File: src/rtl/clock_pkg.sv
// Shared definitions for the clock chain (seconds, minutes, hours stages).
// Holds the BCD digit limits, the default system clock rate and the small
// helpers every stage uses to validate and represent BCD time values.
package clock_pkg;

    // Largest legal tens digit for seconds and minutes (59 max).
    localparam int SEC_TENS_MAX   = 5;
    // Largest legal ones digit for any BCD digit.
    localparam int BCD_ONES_MAX   = 9;
    // System clock rate of the production board.
    localparam int DEFAULT_CLK_HZ = 50_000_000;

    typedef logic [3:0] bcd_digit_t;

    // A seconds (or minutes) value held as two BCD digits.
    typedef struct packed {
        bcd_digit_t tens;
        bcd_digit_t ones;
    } bcd_sec_t;

    // What the digit register does in a given cycle, in priority order
    // clear > load > tick > hold.
    typedef enum logic [1:0] {
        SEC_HOLD  = 2'd0,
        SEC_CLEAR = 2'd1,
        SEC_LOAD  = 2'd2,
        SEC_TICK  = 2'd3
    } sec_op_t;

    // True when tens/ones form a legal 00..59 value.
    function automatic logic bcd_sec_valid(input bcd_digit_t tens,
                                           input bcd_digit_t ones);
        return (tens <= 4'(SEC_TENS_MAX)) && (ones <= 4'(BCD_ONES_MAX));
    endfunction

endpackage : clock_pkg

File: src/rtl/tick_prescaler.sv
// Free-running divide-by-CLK_HZ prescaler.
// Counts 0..CLK_HZ-1 while en is high and holds while en is low. The tick
// output is a combinational strobe that is high during the single cycle in
// which the counter sits on its terminal value and is about to wrap, so a
// consumer can act on the very edge where the wrap happens (and register the
// strobe if it wants a clean pulse). sync_clr restarts the period and
// suppresses a tick that would otherwise fire in that cycle.
module tick_prescaler
    import clock_pkg::*;
#(
    parameter int CLK_HZ = DEFAULT_CLK_HZ,
    parameter int CNT_W  = $clog2(CLK_HZ)
) (
    input  logic clk,
    input  logic reset_n,
    input  logic en,
    input  logic sync_clr,
    output logic tick
);

    localparam logic [CNT_W-1:0] LAST = CNT_W'(CLK_HZ - 1);

    logic [CNT_W-1:0] cnt;
    logic             at_last;

    assign at_last = (cnt == LAST);
    assign tick    = en && !sync_clr && at_last;

    // Period counter: clear wins, otherwise advance and wrap while enabled.
    // NOTE: sequential state uses non-blocking (<=) so every register samples
    // the pre-edge values of its neighbours; blocking here would create
    // order-dependent simulation that no longer matches the flops.
    always_ff @(posedge clk or negedge reset_n) begin
        if (!reset_n) begin
            cnt <= '0;
        end else if (sync_clr) begin
            cnt <= '0;
        end else if (en) begin
            cnt <= at_last ? '0 : cnt + CNT_W'(1);
        end
    end

endmodule : tick_prescaler

File: src/rtl/second_counter.sv
// Seconds stage of the clock chain.
// Divides the system clock to a 1 Hz tick, counts 00..59 in BCD and emits a
// one-cycle sec_carry on the 59->00 wrap for the minute stage. clr and load
// serve the time-adjust buttons and act whether or not the clock is running.
// The digits change on the same edge that raises tick_1hz; the minute stage
// sees sec_carry one clk after the wrap, which is the intended skew.
module second_counter
    import clock_pkg::*;
#(
    parameter int CLK_HZ     = DEFAULT_CLK_HZ,
    parameter int PRESCALE_W = 26
) (
    input  logic       clk,
    input  logic       reset_n,
    input  logic       run,
    input  logic       clr,
    input  logic       load,
    input  logic [3:0] load_tens,
    input  logic [3:0] load_ones,
    output logic       tick_1hz,
    output logic [3:0] sec_tens,
    output logic [3:0] sec_ones,
    output logic       sec_carry,
    output logic       load_err
);

    bcd_sec_t sec_q;
    bcd_sec_t sec_d;
    sec_op_t  sec_op;
    logic     carry_d;
    logic     load_in_range;
    logic     load_ok;
    logic     load_bad;
    logic     presc_clr;
    logic     tick_now;

    // A load only counts when clr is not also asserted; an out-of-range value
    // is rejected without touching the digits or the prescaler.
    assign load_in_range = bcd_sec_valid(load_tens, load_ones);
    assign load_ok       = load && !clr && load_in_range;
    assign load_bad      = load && !clr && !load_in_range;

    // Both clear and an accepted load restart the second, which also swallows
    // a tick that was due in that cycle.
    assign presc_clr = clr || load_ok;

    tick_prescaler #(
        .CLK_HZ (CLK_HZ),
        .CNT_W  (PRESCALE_W)
    ) u_prescaler (
        .clk      (clk),
        .reset_n  (reset_n),
        .en       (run),
        .sync_clr (presc_clr),
        .tick     (tick_now)
    );

    // Pick this cycle's digit operation in priority order.
    // NOTE: every signal assigned in an always_comb gets a default first, so no
    // path leaves it unassigned and no latch is inferred.
    always_comb begin
        sec_op = SEC_HOLD;
        if (clr) begin
            sec_op = SEC_CLEAR;
        end else if (load_ok) begin
            sec_op = SEC_LOAD;
        end else if (tick_now) begin
            sec_op = SEC_TICK;
        end
    end

    // Next digit value and wrap carry; BCD increment with explicit digit
    // rollover rather than any divide/modulo arithmetic.
    always_comb begin
        sec_d   = sec_q;
        carry_d = 1'b0;
        case (sec_op)
            SEC_CLEAR: begin
                sec_d = '0;
            end
            SEC_LOAD: begin
                sec_d.tens = load_tens;
                sec_d.ones = load_ones;
            end
            SEC_TICK: begin
                if (sec_q.ones == 4'(BCD_ONES_MAX)) begin
                    sec_d.ones = '0;
                    if (sec_q.tens == 4'(SEC_TENS_MAX)) begin
                        sec_d.tens = '0;
                        carry_d    = 1'b1;
                    end else begin
                        sec_d.tens = sec_q.tens + 4'd1;
                    end
                end else begin
                    sec_d.ones = sec_q.ones + 4'd1;
                end
            end
            default: begin
                sec_d = sec_q;
            end
        endcase
    end

    // Digit register plus the registered strobes, all cleared by reset so a
    // pending tick or carry is dropped the moment reset_n falls.
    always_ff @(posedge clk or negedge reset_n) begin
        if (!reset_n) begin
            sec_q     <= '0;
            tick_1hz  <= 1'b0;
            sec_carry <= 1'b0;
            load_err  <= 1'b0;
        end else begin
            sec_q     <= sec_d;
            tick_1hz  <= tick_now;
            sec_carry <= carry_d;
            load_err  <= load_bad;
        end
    end

    assign sec_tens = sec_q.tens;
    assign sec_ones = sec_q.ones;

endmodule : second_counter

File: config.mk
export PLATFORM = sky130hd
export DESIGN_NAME = second_counter
export DESIGN_NICKNAME = d
export VERILOG_FILES = /design/src/rtl/clock_pkg.sv /design/src/rtl/tick_prescaler.sv /design/src/rtl/second_counter.sv
export SDC_FILE = /design/constraint.sdc
export NUM_CORES = 1
export LEC_CHECK = 0
export CAP_MARGIN = 20
export CORE_ASPECT_RATIO = 1.25
export CORE_MARGIN = 2
export CORE_UTILIZATION = 40
export CTS_CLUSTER_DIAMETER = 150
export DETAILED_ROUTE_END_ITERATION = 10
export PLACE_DENSITY_LB_ADDON = 0.2
export SLEW_MARGIN = 20
export SYNTH_ARGS = -nofsm -noshare
export SYNTH_HDL_FRONTEND = slang
export SYNTH_SLANG_ARGS = --single-unit
File: constraint.sdc
create_clock -name clk -period 2.95 [get_ports clk]
set_clock_uncertainty 0.2 [all_clocks]
set_input_delay 0.885 -clock clk [delete_from_list [all_inputs] [get_ports clk]]
set_output_delay 0.885 -clock clk [all_outputs]
set_load 0.1 [all_outputs]
After elaboration in Yosys (flattened, before gate mapping)
Index checks and enable logic that the tools add are counted.

Output and inout port bits: 11. Input port bits: 13. Bits in registers: 37. Word-level logic and storage cells: 44.

Reduce and logical (&&, ||, !) cells: 13. $add $sub $neg: 3. Equality and inequality tests: 7. Order comparisons: 2. Multiplexer cells: 13.

Operators with widths (count): 2-to-1 mux 26 bit (3); adder 26 x 1 -> 26 bit (second input constant) (1); equality test 26 bit (second input constant) (1); case mux 8 bit (3 select lines) (1); 2-to-1 mux 4 bit (3); adder 4 x 1 -> 4 bit (second input constant) (2); logical AND 1 bit (6); 2-to-1 mux 2 bit (3); equality test 2 bit (second input constant) (2); equality test 4 x 3 -> 1 bit (second input constant) (1); equality test 4 bit (second input constant) (1); <= comparator 4 x 3 -> 1 bit (second input constant) (1); <= comparator 4 bit (second input constant) (1); logical NOT 1 bit (3); 2-to-1 mux 1 bit (3); nonzero test 3 bit (1); equality test 2 x 1 -> 1 bit (second input constant) (1); inequality test 2 bit (second input constant) (1); AND reduction 2 bit (1); nonzero test 2 bit (1); logical OR 1 bit (1).

Depth between registers and ports, before layout
Depth after elaboration: 13. Depth in mapped cells: 8. Mapped depth without buffers: 7.

Modules after synthesis
From an unflattened synthesis, not the netlist that was laid out.

Cells, all modules: 264. Area total of the unflattened synthesis: 2343.5 um^2.

By module, submodules not included: tick_prescaler (instances 1, cells each 195, area each 1667.8 um^2); second_counter (instances 1, cells each 69, area each 675.6 um^2).

Worst setup path after synthesis
OpenSTA, ideal clock, no wires.

Path kind: register -> register. Start point: register sec_q (netlist bit sec_ones[0]). End point: register sec_q (netlist bit sec_tens[3]). Arrival: 2.336 ns. Slack: 0.336 ns. Cell stages (with the launch flop): 7. Path through: dfrtp_1 -> ha_1 -> and3b_1 -> and3_1 -> nand3_1 -> or4_1 -> a21oi_1.

Cells in the longest elaborated chain, start to end: 3.

RTL lines: start: declaration (line second_counter.sv:27) `bcd_sec_t sec_q;`; start signal: assignment (line second_counter.sv:108) `sec_q <= '0;`; start signal: assignment (line second_counter.sv:113) `sec_q <= sec_d;`; equality test 4 bit (line second_counter.sv:86) `if (sec_q.ones == 4'(BCD_ONES_MAX)) begin`; inequality test 2 bit (no line); AND reduction 2 bit (no line).

Every way passes these cells. A chain may end at the register's enable or synchronous reset.

Worst setup path in the final report
Start point: input load_tens[2]. End point: register u_prescaler.cnt[17].

Cells in the longest elaborated chain, start to end: 5. Elaborated cells on any way between the ends: 6.

RTL lines: start: declaration (line second_counter.sv:18) `input logic [3:0] load_tens,`; <= comparator 4 x 3 -> 1 bit (*) (line clock_pkg.sv:33) `return (tens <= 4'(SEC_TENS_MAX)) && (ones <= 4'(BCD_ONES_MAX));`; logical AND 1 bit (*) (line clock_pkg.sv:33); logical AND 1 bit (*) (line second_counter.sv:40) `assign load_ok = load && !clr && load_in_range;`; logical OR 1 bit (*) (line second_counter.sv:45) `assign presc_clr = clr || load_ok;`; 2-to-1 mux 26 bit / nonzero test 2 bit (equally long branches); end signal: assignment (line tick_prescaler.sv:39) `cnt <= at_last ? '0 : cnt + CNT_W'(1);`; end: declaration (line tick_prescaler.sv:23) `logic [CNT_W-1:0] cnt;`.

Mark *: on every way between the ends. The rest lies on a longest branch, timed or not.

==> summary.txt <==
Clock tree
  • Clk buf depth: 2
  • CTS H-tree depth: 2
  • Post-cts sizing count: 0
  • Root Buffer Master: clkbuf_8
  • Post-CTS setup buffers: 0
  • CTS tree: built
  • Total CTS buffers: 5
  • Clk sinks: 37
  • Hold-fix buffers at CTS: 0
  • Clock Pin Slew Worst Setup and Hold Paths: about 0.07 ns
  • Worst skew pair latency: 0.29 ns

Finish
  • Total area of sequential cells: ~930 µm²
  • ANT cells: 0
  • Fraction of layout cells with a size suffix above 1: 0.144
  • Area Overhead vs Synth: 20.4%
  • Multi-input logic area: between 1000 and 1500 µm²
  • Commonest cells after routing, fill and taps aside: dfrtp_1, nand2_1, o21ai_0
  • Final Core Density: 0.492
  • Nets: just under 300
  • # fillers: 550
  • Most common cell after layout, fill and taps aside: dfrtp_1
  • Cell Count, Final, Fillers Out: 342

Pwr
  • Leak: about 1.1 nW
  • NetSw: 0.000295 W
  • Power share of the clock group: 0.435
  • Sw frac: 0.246
  • Max VDD drop: roughly 0.30 mV
  • Pint: roughly 0.00091 W
  • Pwr dens: between 400 and 500 nW/µm²
  • Gate power share: 0.120
  • Part of the power in registers: 0.445

GRT
  • Tot GR Track Use: 0.182
  • Total gr overflow: 0
  • Largest net degree at the start of global routing: 38
  • Antenna violations before repair: 0
  • Number of global-route vias before repair: ~1900
  • First-pass GRT wire length: 8850 µm

Synth
  • Post-Synthesis Cells: about 250
  • Distinct cell type count of the synthesized netlist: 43
  • Cell area after synthesis: around 2200 µm²
  • Syn_nets: 264
  • Ys Warns: 0
  • Post-synth EDFFs: 0
  • Flops & latches, synth: 37
  • Mapped Avg Cell Area: 8.87 µm²
  • Register area share after synthesis: 0.425
  • Async SR Flop Fraction: 1.00
  • Commonest register cell after synthesis: dfrtp_1

Worst setup path
  • CP Capture Type: register
  • Crit Path Max Fanout: 13
  • Crit path required time: 2.95 ns
  • CP Launch Type: primary input
  • Arrival time worst endpoint: around 2.6 ns
  • Crit path kind: in2reg

Routing
  • Total wire length: around 5000 µm
  • Drt pass-1 iters: 4
  • Vias per cell: ~5.7
  • DR iter-0 viols: 128
  • DR DRC count: 0
  • Antenna Nets Post-Route: 0
  • Vias: 1954
  • Routed len/inst: about 15 µm

Floorplanning
  • # rows: 30
  • Die width: 70.0 µm
  • Die area: 6060 µm²
  • Total core area: between 5000 and 6000 µm²
  • Die Height: a little under 90 µm
  • # IOs: 24
  • Starting Density: 0.409

STA
  • Least-Margin Pin Slew: ~0.84 ns
  • Max-slew violation count: 0
  • RSZ-0062 raised after global routing: false
  • Clock period minus worst slack: 2.59 ns
  • Setup WS post-layout: about 0.36 ns
  • Final setup fails: 0
  • Final hold vios: 0
  • Setup TNS: 0 ns
  • Fmax: just under 400 MHz
  • Fin crit share: 0.878
  • Slew HR: 0.438

Placed design
  • Dpl cells: ~330
  • DPL Wire Length: ~3600 µm
  • Buffers on Ports: 23
  • Routability-driven placement congestion ratio: just over 0.8
  • Post-Place Worst Slack: ~0.045 ns

Status
  • Outcome: finished, final reports clean

Min path
  • Worst min path class: reg2reg

Run
  • Maxcap violations: 0
==> area by class of cell <==
type,instances,area share
Timing Repair Buffer,34,0.112
Clock inverter,3,0.0248
Tap cell,64,0.0305
Multi-Input combinational cell,190,0.441
Sequential cell,37,0.353
Clock buffer,5,0.0262
Inverter,9,0.0129
==> metrics by stage <==
stage | hold WS [ns] | area, µm² | power, W
finish | 0.305 | 2630 | 0.00120
global route | 0.320 | 2630 | 0.00126
CTS | 0.305 | 2630 | 0.00122
detailed placement | 0.293 | 2490 | 0.000691
global placement | 0.297 | 2490 | 0.000690
floorplan | 0.261 | 2180 | 0.000631
==> sequential cells by signal, indices dropped and copies added, names as in the netlist <==
signal,cells
sec_ones,4
tick_1hz,1
u_prescaler.cnt,26
load_err,1
sec_carry,1
sec_tens,4
==> power by group through the flow <==
stage / combinational [W] / clock [W] / sequential, W
after floorplan: 0.0000546 / 0 / 0.000577
after global placement: 0.000145 / 0 / 0.000545
after detailed placement: 0.000146 / 0 / 0.000545
after CTS: 0.000146 / 0.000535 / 0.000535
after global routing: 0.000159 / 0.000559 / 0.000537
final: 0.000144 / 0.000523 / 0.000535
==> metal layers <==
metal	GRT usage	up-vias	routed length, µm
li1	-	972	-
met1	0.241	939	2300
met2	0.306	39	2500
met3	0.0360	4	170
met4	0.0524	0	51
met5	0	-	0
==> synthesized netlist by cell type (all sizes together) (2+ instances only) <==
library cell	instances	area share
dfrtp	37	0.42
nand2	29	0.050
o21ai	25	0.057
nand3	18	0.041
a21oi	16	0.037
a31oi	16	0.046
nor2	13	0.024
and3	11	0.032
inv	9	0.015
nand4	8	0.026
buf	5	0.020
clkbuf	5	0.0092
ha	5	0.029
mux2i	5	0.023
a21o	4	0.014
nand2b	4	0.011
nor3	4	0.011
or3	4	0.011
xor2	3	0.012
a41oi	2	0.0080
and4	2	0.0080
nor4	2	0.0057
nor4b	2	0.014
o211ai	2	0.0069
or4	2	0.0069
xnor2	2	0.0080
==> critical path: stages <==
cell and delay, ns:
clkdlybuf4s50_1 0.47, a21oi_1 0.11, a31oi_1 0.32, o311ai_2 0.20
buf_12 0.18, or3_1 0.33, o21ai_0 0.09
==> path summary, 6_finish.rpt <==
kind / startpoint / end / slack, ns / depth (start not counted)
worst max-delay path: load_tens[2] / u_prescaler.cnt[17] / 0.36 / 7
worst min-delay path: u_prescaler.cnt[23] / u_prescaler.cnt[23] / 0.31 / 1
worst max register to register: u_prescaler.cnt[0] / u_prescaler.cnt[19] / 0.61 / 7
worst min register to register: u_prescaler.cnt[23] / u_prescaler.cnt[23] / 0.31 / 1
max in group asynchronous: reset_n / u_prescaler.cnt[21] / 1.53 / 1
min in group asynchronous: reset_n / u_prescaler.cnt[1] / 0.49 / 1
==> cell families after synthesis <==
kind of cell             Yosys count  share of synthesized area
XOR/XNOR                           5                     0.0201
adder cells (fa/ha/maj)            5                     0.0287
flip-flops                        37                      0.425
AND/OR/NAND/NOR                  103                      0.256
buffers and inverters             19                     0.0442
AO/OA/AOI/OAI                     72                      0.203
multiplexers                       5                     0.0229
(Power assumes the default switching activity.)
